### config.mk
export PLATFORM = sky130hd
export DESIGN_NAME = prog_even_clk_div_flat
export DESIGN_NICKNAME = d
export VERILOG_FILES = /design/src/rtl/prog_div_pkg.sv /design/src/rtl/prog_even_clk_div_if.sv /design/src/rtl/prog_div_ch.sv /design/src/rtl/prog_even_clk_div.sv /design/src/flat_wrapper.sv
export SDC_FILE = /design/constraint.sdc
export NUM_CORES = 1
export LEC_CHECK = 0
export ABC_AREA = 1
export ABC_CLOCK_PERIOD_IN_PS = 5100
export CAP_MARGIN = 0
export CORE_MARGIN = 2
export CORE_UTILIZATION = 40
export CTS_BUF_LIST = sky130_fd_sc_hd__clkbuf_8
export CTS_CLUSTER_SIZE = 12
export DETAILED_ROUTE_END_ITERATION = 8
export DONT_BUFFER_PORTS = 1
export PLACE_DENSITY_LB_ADDON = 0.05
export SLEW_MARGIN = 10
export SYNTH_ARGS = -nofsm -noshare
export SYNTH_HDL_FRONTEND = slang
export SYNTH_SLANG_ARGS = --single-unit
### constraint.sdc
create_clock -name clk -period 5.1 [get_ports clk]
set_clock_uncertainty 0.1 [all_clocks]
set_input_delay 1.02 -clock clk [delete_from_list [all_inputs] [get_ports clk]]
set_output_delay 1.02 -clock clk [all_outputs]
set_load 0.05 [all_outputs]
### src/rtl/prog_div_pkg.sv
`default_nettype none
// ============================================================================
// Module      : prog_div_pkg
// Description : Shared constants, half-period type and channel FSM states for
//               the programmable even-ratio clock divider.
// Revision    : 1.0 - initial release
// ============================================================================
package prog_div_pkg;

    localparam int c_CNT_W    = 8;
    localparam int c_DEF_HALF = 1;

    typedef logic [c_CNT_W-1:0] half_t;

    // IDLE: channel disabled; RUN_HI / RUN_LO: divided clock high / low phase
    typedef enum logic [1:0] {
        IDLE   = 2'd0,
        RUN_HI = 2'd1,
        RUN_LO = 2'd2
    } ch_state_e;

endpackage
`default_nettype wire

### src/rtl/prog_even_clk_div_if.sv
`default_nettype none
// ============================================================================
// Module      : prog_even_clk_div_if
// Description : Control/status bundle of the multi-channel divider. The
//               master drives enables, loads and error clear; the slave
//               (divider) drives divided clocks, errors and in-effect halves.
//               Optional macro DIV_TICK_EN adds the per-channel tick output.
// Revision    : 1.0 - initial release
// ============================================================================
interface prog_even_clk_div_if
    import prog_div_pkg::*;
#(
    parameter int NUM_CH = 3,
    parameter int CNT_W  = c_CNT_W
) ();

    logic [NUM_CH-1:0]       ch_en;
    logic [NUM_CH-1:0]       load;
    logic [NUM_CH*CNT_W-1:0] half_in;
    logic                    err_clr;
    logic [NUM_CH-1:0]       clk_div;
    logic [NUM_CH-1:0]       err;
    logic [NUM_CH*CNT_W-1:0] cur_half;
`ifdef DIV_TICK_EN
    logic [NUM_CH-1:0]       tick;

    modport master (
        output ch_en, load, half_in, err_clr,
        input  clk_div, err, cur_half, tick
    );

    modport slave (
        input  ch_en, load, half_in, err_clr,
        output clk_div, err, cur_half, tick
    );
`else
    modport master (
        output ch_en, load, half_in, err_clr,
        input  clk_div, err, cur_half
    );

    modport slave (
        input  ch_en, load, half_in, err_clr,
        output clk_div, err, cur_half
    );
`endif

endinterface
`default_nettype wire

### src/rtl/prog_div_ch.sv
`default_nettype none
// ============================================================================
// Module      : prog_div_ch
// Description : One divider channel: half-period counter, pending-ratio
//               register, IDLE/RUN_HI/RUN_LO FSM and sticky illegal-load flag.
//               New ratios are adopted only at the high->low toggle so the
//               output never carries a runt pulse. Optional macro
//               DIV_TICK_EN adds o_tick, a pulse coincident with each rise.
// Revision    : 1.0 - initial release
// ============================================================================
module prog_div_ch
    import prog_div_pkg::*;
#(
    parameter int CNT_W    = c_CNT_W,
    parameter int DEF_HALF = c_DEF_HALF
) (
    input  wire logic             clk,
    input  wire logic             rst,
    input  wire logic             i_ch_en,
    input  wire logic             i_load,
    input  wire logic [CNT_W-1:0] i_half,
    input  wire logic             i_err_clr,
    output logic                  o_clk_div,
    output logic                  o_err,
`ifdef DIV_TICK_EN
    output logic                  o_tick,
`endif
    output logic [CNT_W-1:0]      o_cur_half
);

    ch_state_e        r_state,    w_state_nxt;
    logic [CNT_W-1:0] r_cnt,      w_cnt_nxt;
    logic [CNT_W-1:0] r_cur_half, w_cur_half_nxt;
    logic [CNT_W-1:0] r_pend,     w_pend_nxt;
    logic             r_pend_v,   w_pend_v_nxt;
    logic             r_clk_div,  w_clk_div_nxt;
    logic             r_err,      w_err_nxt;
    logic             r_tick,     w_tick_nxt;
    logic             w_load_ok;
    logic             w_load_bad;
    logic             w_toggle;

    // Next-state, counter, ratio bookkeeping and error flag for one channel
    always_comb begin
        w_state_nxt    = r_state;
        w_cnt_nxt      = r_cnt + 1'b1;
        w_cur_half_nxt = r_cur_half;
        w_pend_nxt     = r_pend;
        w_pend_v_nxt   = r_pend_v;
        w_clk_div_nxt  = r_clk_div;
        w_tick_nxt     = 1'b0;
        w_load_ok      = i_load && (i_half != '0);
        w_load_bad     = i_load && (i_half == '0);
        w_toggle       = (r_cnt == (r_cur_half - 1'b1));

        // An illegal load in the same cycle as a clear keeps the flag set
        w_err_nxt = r_err;
        if (w_load_bad) begin
            w_err_nxt = 1'b1;
        end else if (i_err_clr) begin
            w_err_nxt = 1'b0;
        end

        if (!i_ch_en) begin
            // Disabled: force low, and adopt any new or pending ratio now
            w_state_nxt   = IDLE;
            w_cnt_nxt     = '0;
            w_clk_div_nxt = 1'b0;
            w_pend_v_nxt  = 1'b0;
            if (w_load_ok) begin
                w_cur_half_nxt = i_half;
            end else if (r_pend_v) begin
                w_cur_half_nxt = r_pend;
            end
        end else begin
            case (r_state)
                IDLE, RUN_LO: begin
                    // IDLE always holds cnt=0, so start-up is a fresh low phase
                    if (w_toggle) begin
                        w_state_nxt   = RUN_HI;
                        w_cnt_nxt     = '0;
                        w_clk_div_nxt = 1'b1;
                        w_tick_nxt    = 1'b1;
                    end else begin
                        w_state_nxt   = RUN_LO;
                    end
                    if (w_load_ok) begin
                        w_pend_nxt   = i_half;
                        w_pend_v_nxt = 1'b1;
                    end
                end
                RUN_HI: begin
                    if (w_toggle) begin
                        // Period boundary: a same-cycle load beats the pending value
                        w_state_nxt   = RUN_LO;
                        w_cnt_nxt     = '0;
                        w_clk_div_nxt = 1'b0;
                        w_pend_v_nxt  = 1'b0;
                        if (w_load_ok) begin
                            w_cur_half_nxt = i_half;
                        end else if (r_pend_v) begin
                            w_cur_half_nxt = r_pend;
                        end
                    end else if (w_load_ok) begin
                        w_pend_nxt   = i_half;
                        w_pend_v_nxt = 1'b1;
                    end
                end
                default: begin
                    w_state_nxt   = IDLE;
                    w_cnt_nxt     = '0;
                    w_clk_div_nxt = 1'b0;
                end
            endcase
        end
    end

    // Channel state registers with synchronous reset
    always_ff @(posedge clk) begin
        if (rst) begin
            r_state    <= IDLE;
            r_cnt      <= '0;
            r_cur_half <= CNT_W'(DEF_HALF);
            r_pend     <= '0;
            r_pend_v   <= 1'b0;
            r_clk_div  <= 1'b0;
            r_err      <= 1'b0;
            r_tick     <= 1'b0;
        end else begin
            r_state    <= w_state_nxt;
            r_cnt      <= w_cnt_nxt;
            r_cur_half <= w_cur_half_nxt;
            r_pend     <= w_pend_nxt;
            r_pend_v   <= w_pend_v_nxt;
            r_clk_div  <= w_clk_div_nxt;
            r_err      <= w_err_nxt;
            r_tick     <= w_tick_nxt;
        end
    end

    assign o_clk_div  = r_clk_div;
    assign o_err      = r_err;
    assign o_cur_half = r_cur_half;
`ifdef DIV_TICK_EN
    assign o_tick     = r_tick;
`else
    logic w_unused;
    assign w_unused = r_tick;
`endif

endmodule
`default_nettype wire

### src/rtl/prog_even_clk_div.sv
`default_nettype none
// ============================================================================
// Module      : prog_even_clk_div
// Description : Multi-channel programmable even-ratio (2*half) 50%-duty clock
//               divider. Replicates one prog_div_ch per channel and slices the
//               packed half-period buses. Optional macro DIV_TICK_EN adds a
//               per-channel rising-edge tick output.
// Revision    : 1.0 - initial release
// ============================================================================
module prog_even_clk_div
    import prog_div_pkg::*;
#(
    parameter int NUM_CH   = 3,
    parameter int CNT_W    = c_CNT_W,
    parameter int DEF_HALF = c_DEF_HALF
) (
    input  wire logic          clk,
    input  wire logic          rst,
    prog_even_clk_div_if.slave bus
);

    generate
        for (genvar i = 0; i < NUM_CH; i++) begin : g_ch
            prog_div_ch #(
                .CNT_W    (CNT_W),
                .DEF_HALF (DEF_HALF)
            ) u_ch (
                .clk        (clk),
                .rst        (rst),
                .i_ch_en    (bus.ch_en[i]),
                .i_load     (bus.load[i]),
                .i_half     (bus.half_in[i*CNT_W +: CNT_W]),
                .i_err_clr  (bus.err_clr),
                .o_clk_div  (bus.clk_div[i]),
                .o_err      (bus.err[i]),
`ifdef DIV_TICK_EN
                .o_tick     (bus.tick[i]),
`endif
                .o_cur_half (bus.cur_half[i*CNT_W +: CNT_W])
            );
        end
    endgenerate

endmodule
`default_nettype wire
### src/flat_wrapper.sv
// flat-port wrapper written by rule: the top's interface ports become plain ports
module prog_even_clk_div_flat import prog_div_pkg::*;
#(
    parameter int NUM_CH   = 3,
    parameter int CNT_W    = c_CNT_W,
    parameter int DEF_HALF = c_DEF_HALF
)
  (clk, rst, bus_ch_en, bus_load, bus_half_in, bus_err_clr, bus_clk_div, bus_err, bus_cur_half);
  prog_even_clk_div_if #(.NUM_CH(NUM_CH), .CNT_W(CNT_W)) bus_i ();
  input  wire logic clk;
  input  wire logic rst;
  input wire logic [$bits(bus_i.ch_en)-1:0] bus_ch_en;
  input wire logic [$bits(bus_i.load)-1:0] bus_load;
  input wire logic [$bits(bus_i.half_in)-1:0] bus_half_in;
  input wire logic [$bits(bus_i.err_clr)-1:0] bus_err_clr;
  output wire logic [$bits(bus_i.clk_div)-1:0] bus_clk_div;
  output wire logic [$bits(bus_i.err)-1:0] bus_err;
  output wire logic [$bits(bus_i.cur_half)-1:0] bus_cur_half;
  assign bus_i.ch_en = bus_ch_en;
  assign bus_i.load = bus_load;
  assign bus_i.half_in = bus_half_in;
  assign bus_i.err_clr = bus_err_clr;
  assign bus_clk_div = bus_i.clk_div;
  assign bus_err = bus_i.err;
  assign bus_cur_half = bus_i.cur_half;
  prog_even_clk_div #(.NUM_CH(NUM_CH), .CNT_W(CNT_W), .DEF_HALF(DEF_HALF)) u_core (.clk(clk), .rst(rst), .bus(bus_i));
endmodule
==> reports/metrics.yaml <==
final_layout:
  nets: 752
  areaGrowthSynthToFinish_pct: 5.93
  antenna_cells: 0
  fillers: 1213
  drive_gt1_share_pct: 8.77
  fin_cells: 861
critical_path:
  critPathLaunchType: "flip-flop"
  critPathKind: "flip-flop to flip-flop"
  reg2reg_from: "u_core.g_ch[0].u_ch.o_cur_half[0]"
  slowest_delay_ns: 0.74
  cp_cell_sequence: "inv_1 > ha_1 > nand3_2 > nor2_1 > or2_0 > nand2_1 > nand2_1 > nor2_2 > nand2_2 > nand2_2 > nand2_1 > nand2_1 > nand3_1"
  cpMostUsedCell: "nand2_1"
  worstPathRequired_ns: 5.23
  worstPathArrival_ns: 2.95
  crit_slowest_cell: "dfxtp_1"
  crit_path_end_kind: "flip-flop"
  cp-startpoint: "u_core.g_ch[0].u_ch.o_cur_half[0]"
  cp_max_fo: 9
route:
  wl_um: 10500
  route.detailed.drc: 3
  first_iter_violations: 223
  routedWlPerCell_um: 12.2
  num_vias: 4065
  vias_per_cell: 4.72
  ant_nets: 0
  dr.pass1.iters: 6
sta:
  fin_crit_sh_pct: 55.3
  setup-tns-final_ns: 0
  setup_viol: 0
  worst_slack_ns: 2.28
  grt_setup_unrepaired: "no"
  clock.fmax_ghz: 0.354
  tightestPinTransition_ns: 0.794
  max_slew_margin_pct: 46.7
  fin_crit_ns: 2.82
  slew_viol_final: 0
  hold_violations: 0
synth:
  synthMuxAreaShare_pct: 0.210
  syn_nets: 759
  synth_compound_area_share_pct: 8.44
  syn_avg_cell_area_um2: 6.63
  yosys_warnings: 0
  synth-main-ff-cell: "dfxtp_1"
  synth_cell_types: 38
  synthXorXnorAreaFrac_pct: 4.59
  async_flop_share_pct: 0
  synth_top_family_by_area: "simple AND/OR/NAND/NOR gates"
  yosys.area_share.simple_pct: 38.6
  synth_edf_count: 0
  ys_seq_area_share_pct: 36.5
  synth-adder-area-share_pct: 1.57
  synth_seq_cells: 87
  synth.cell_area_um2: 4770
  syn_inst: 720
clocking:
  root_buffer: "clkbuf_8"
  cts_inserted_buffers: 9
  cts_tree: "yes"
  ctsResizeCount: 0
  postCtsSetupRepairBufs: 0
  clock_latency_ns: 0.36
  path_clk_slew_ns: 0.09
  clock_path_buffers: 2
  clock-sinks: 87
  cts.hold.buffers_added: 0
  ctsHtreeMaxLevel: 3
grt:
  use_met3_pct: 4.45
  grt_util_met2_pct: 27.5
  grt_pass1_vias: 3874
  grt_usage_pct: 17.3
  grt_max_degree: 29
  grt_pass1_wl_um: 18000
  gr-total-overflow: 0
  met1_usage_pct: 22.4
  antenna_found_initial: 0
  grt_busiest_layer: "met2"
floorplan:
  die_area_um2: 12800
  core_um2: 11500
  num_io_pins: 63
  row_count: 39
  initial_core_util_pct: 41.4
  die_h_um: 113
  die_w_um: 113
power_and_ir_drop:
  peakVddDrop_mv: 0.169
  total_power_uw: 1740
  p_leak_uw: 0.00222
  power_density_nw_per_um2: 344
placed_design:
  io_buffers: 0
  post-dp-hpwl_um: 8070
  gp_congestion: 0.824
  place_inst: 845
  place_ws_ns: 2.09
run:
  cap_viol_max_count: 0
run_status:
  violations: "design-rule violations"
  status: "finished with violations"
hold_path:
  hp-class: "flip-flop to flip-flop"
  min-delay-start: "u_core.g_ch[1].u_ch.r_cnt[0]"
==> report_power, final <==
group / total, uW / switching, uW / internal (uW)
Sequential: 830 / 102 / 728
Clock: 542 / 249 / 293
Combinational: 364 / 236 / 128
Total: 1740 / 588 / 1150
==> path summary, 6_finish.rpt <==
check | slack [ns] | cells past startpoint | endpoint
hold reg to reg | 0.37 | 1 | u_core.g_ch[1].u_ch.r_cnt[0]
setup / recovery | 2.28 | 13 | u_core.g_ch[0].u_ch.o_cur_half[0]
hold / removal | 0.37 | 1 | u_core.g_ch[1].u_ch.r_cnt[0]
setup reg to reg | 2.28 | 13 | u_core.g_ch[0].u_ch.o_cur_half[0]
==> layout by cell type, fill, tap and decap left out <==
cell type / netlist / layout
clkinv_1: 1 / 1
nand3_1: 53 / 53
nand4_1: 8 / 8
a22oi_2: 1 / 1
xnor2_1: 11 / 11
nor3b_1: 7 / 7
a21oi_2: 2 / 2
clkbuf_8: 0 / 14
nand2_2: 12 / 12
o21ai_1: 2 / 2
mux2i_1: 1 / 1
dfxtp_1: 87 / 87
nand3b_1: 3 / 3
bufinv_16: 0 / 1
o31ai_1: 2 / 2
nor3_1: 4 / 4
nor4_1: 2 / 2
o22ai_1: 2 / 2
inv_1: 93 / 93
xor2_1: 14 / 14
o211ai_1: 1 / 1
clkinv_2: 0 / 1
or2_0: 3 / 3
or2_1: 4 / 4
inv_2: 1 / 1
or2_2: 3 / 3
nand2_4: 6 / 6
nor2_1: 96 / 96
o21ai_0: 25 / 25
a21boi_0: 1 / 1
nor2_2: 21 / 21
ha_1: 6 / 6
a21oi_1: 39 / 39
nand2_1: 190 / 190
nand3_2: 1 / 1
==> sequential cells by signal, summed over array words and instances, names as in the netlist <==
register / count
u_core.g_ch.u_ch.o_cur_half: 24
u_core.g_ch.u_ch.r_cnt: 24
u_core.g_ch.u_ch.r_pend: 24
u_core.g_ch.u_ch.r_state: 6
u_core.g_ch.u_ch.o_clk_div: 3
u_core.g_ch.u_ch.o_err: 3
u_core.g_ch.u_ch.r_pend_v: 3
==> cell type report <==
cell class                      count  area, um2  share of cell area, %
Clock inverter                      2       35.0                  0.693
Clock buffer                       14        193                   3.81
Inverter                           95        357                   7.05
Multi-Input combinational cell    520       2550                   50.4
Tap cell                          143        179                   3.54
Sequential cell                    87       1740                   34.5
==> cell families after synthesis <==
family,count (synthesis)
buf+inv,113
compound gates,75
xor+xnor,25
fa+ha+maj,6
simple gates,413
flops,87
mux,1
==> critical path, delay by kind of cell (launching register included) <==
family | cells | cell delay, ns
DFF | 1 | 0.74
and+or+nand+nor | 11 | 1.31
adders and majority gates | 1 | 0.31
buffers and inverters | 1 | 0.22
==> synth_stat cells, types with 7 or more instances <==
cell	instances	area (um2)
nand2_1	190	713
nor2_1	96	360
inv_1	93	349
dfxtp_1	87	1740
nand3_1	53	265
a21oi_1	39	195
o21ai_0	25	125
nor2_2	21	131
xor2_1	14	123
nand2_2	12	75.1
xnor2_1	11	96.3
nand4_1	8	50.1
nor3b_1	7	52.6
==> layer usage <==
metal  vias up  share of wire, %
met5         -                 0
met4         0               1.5
met3        11               4.7
met2        51                44
met1      1775                50
li1       2228                 -
==> through the flow <==
| stage | instance area, um2 | hold slack, ns | utilization, % |
|---|---|---|---|
| floorplan | 4770 | 0.330 | - |
| global route | 5050 | 0.418 | 43.9 |
| global placement | 4830 | 0.352 | 41.9 |
| detailed placement | 4830 | 0.365 | 41.9 |
| finish | 5050 | 0.375 | 43.9 |
| CTS | 5050 | 0.385 | 43.9 |
Note: power is estimated with default switching activity, not from simulation.
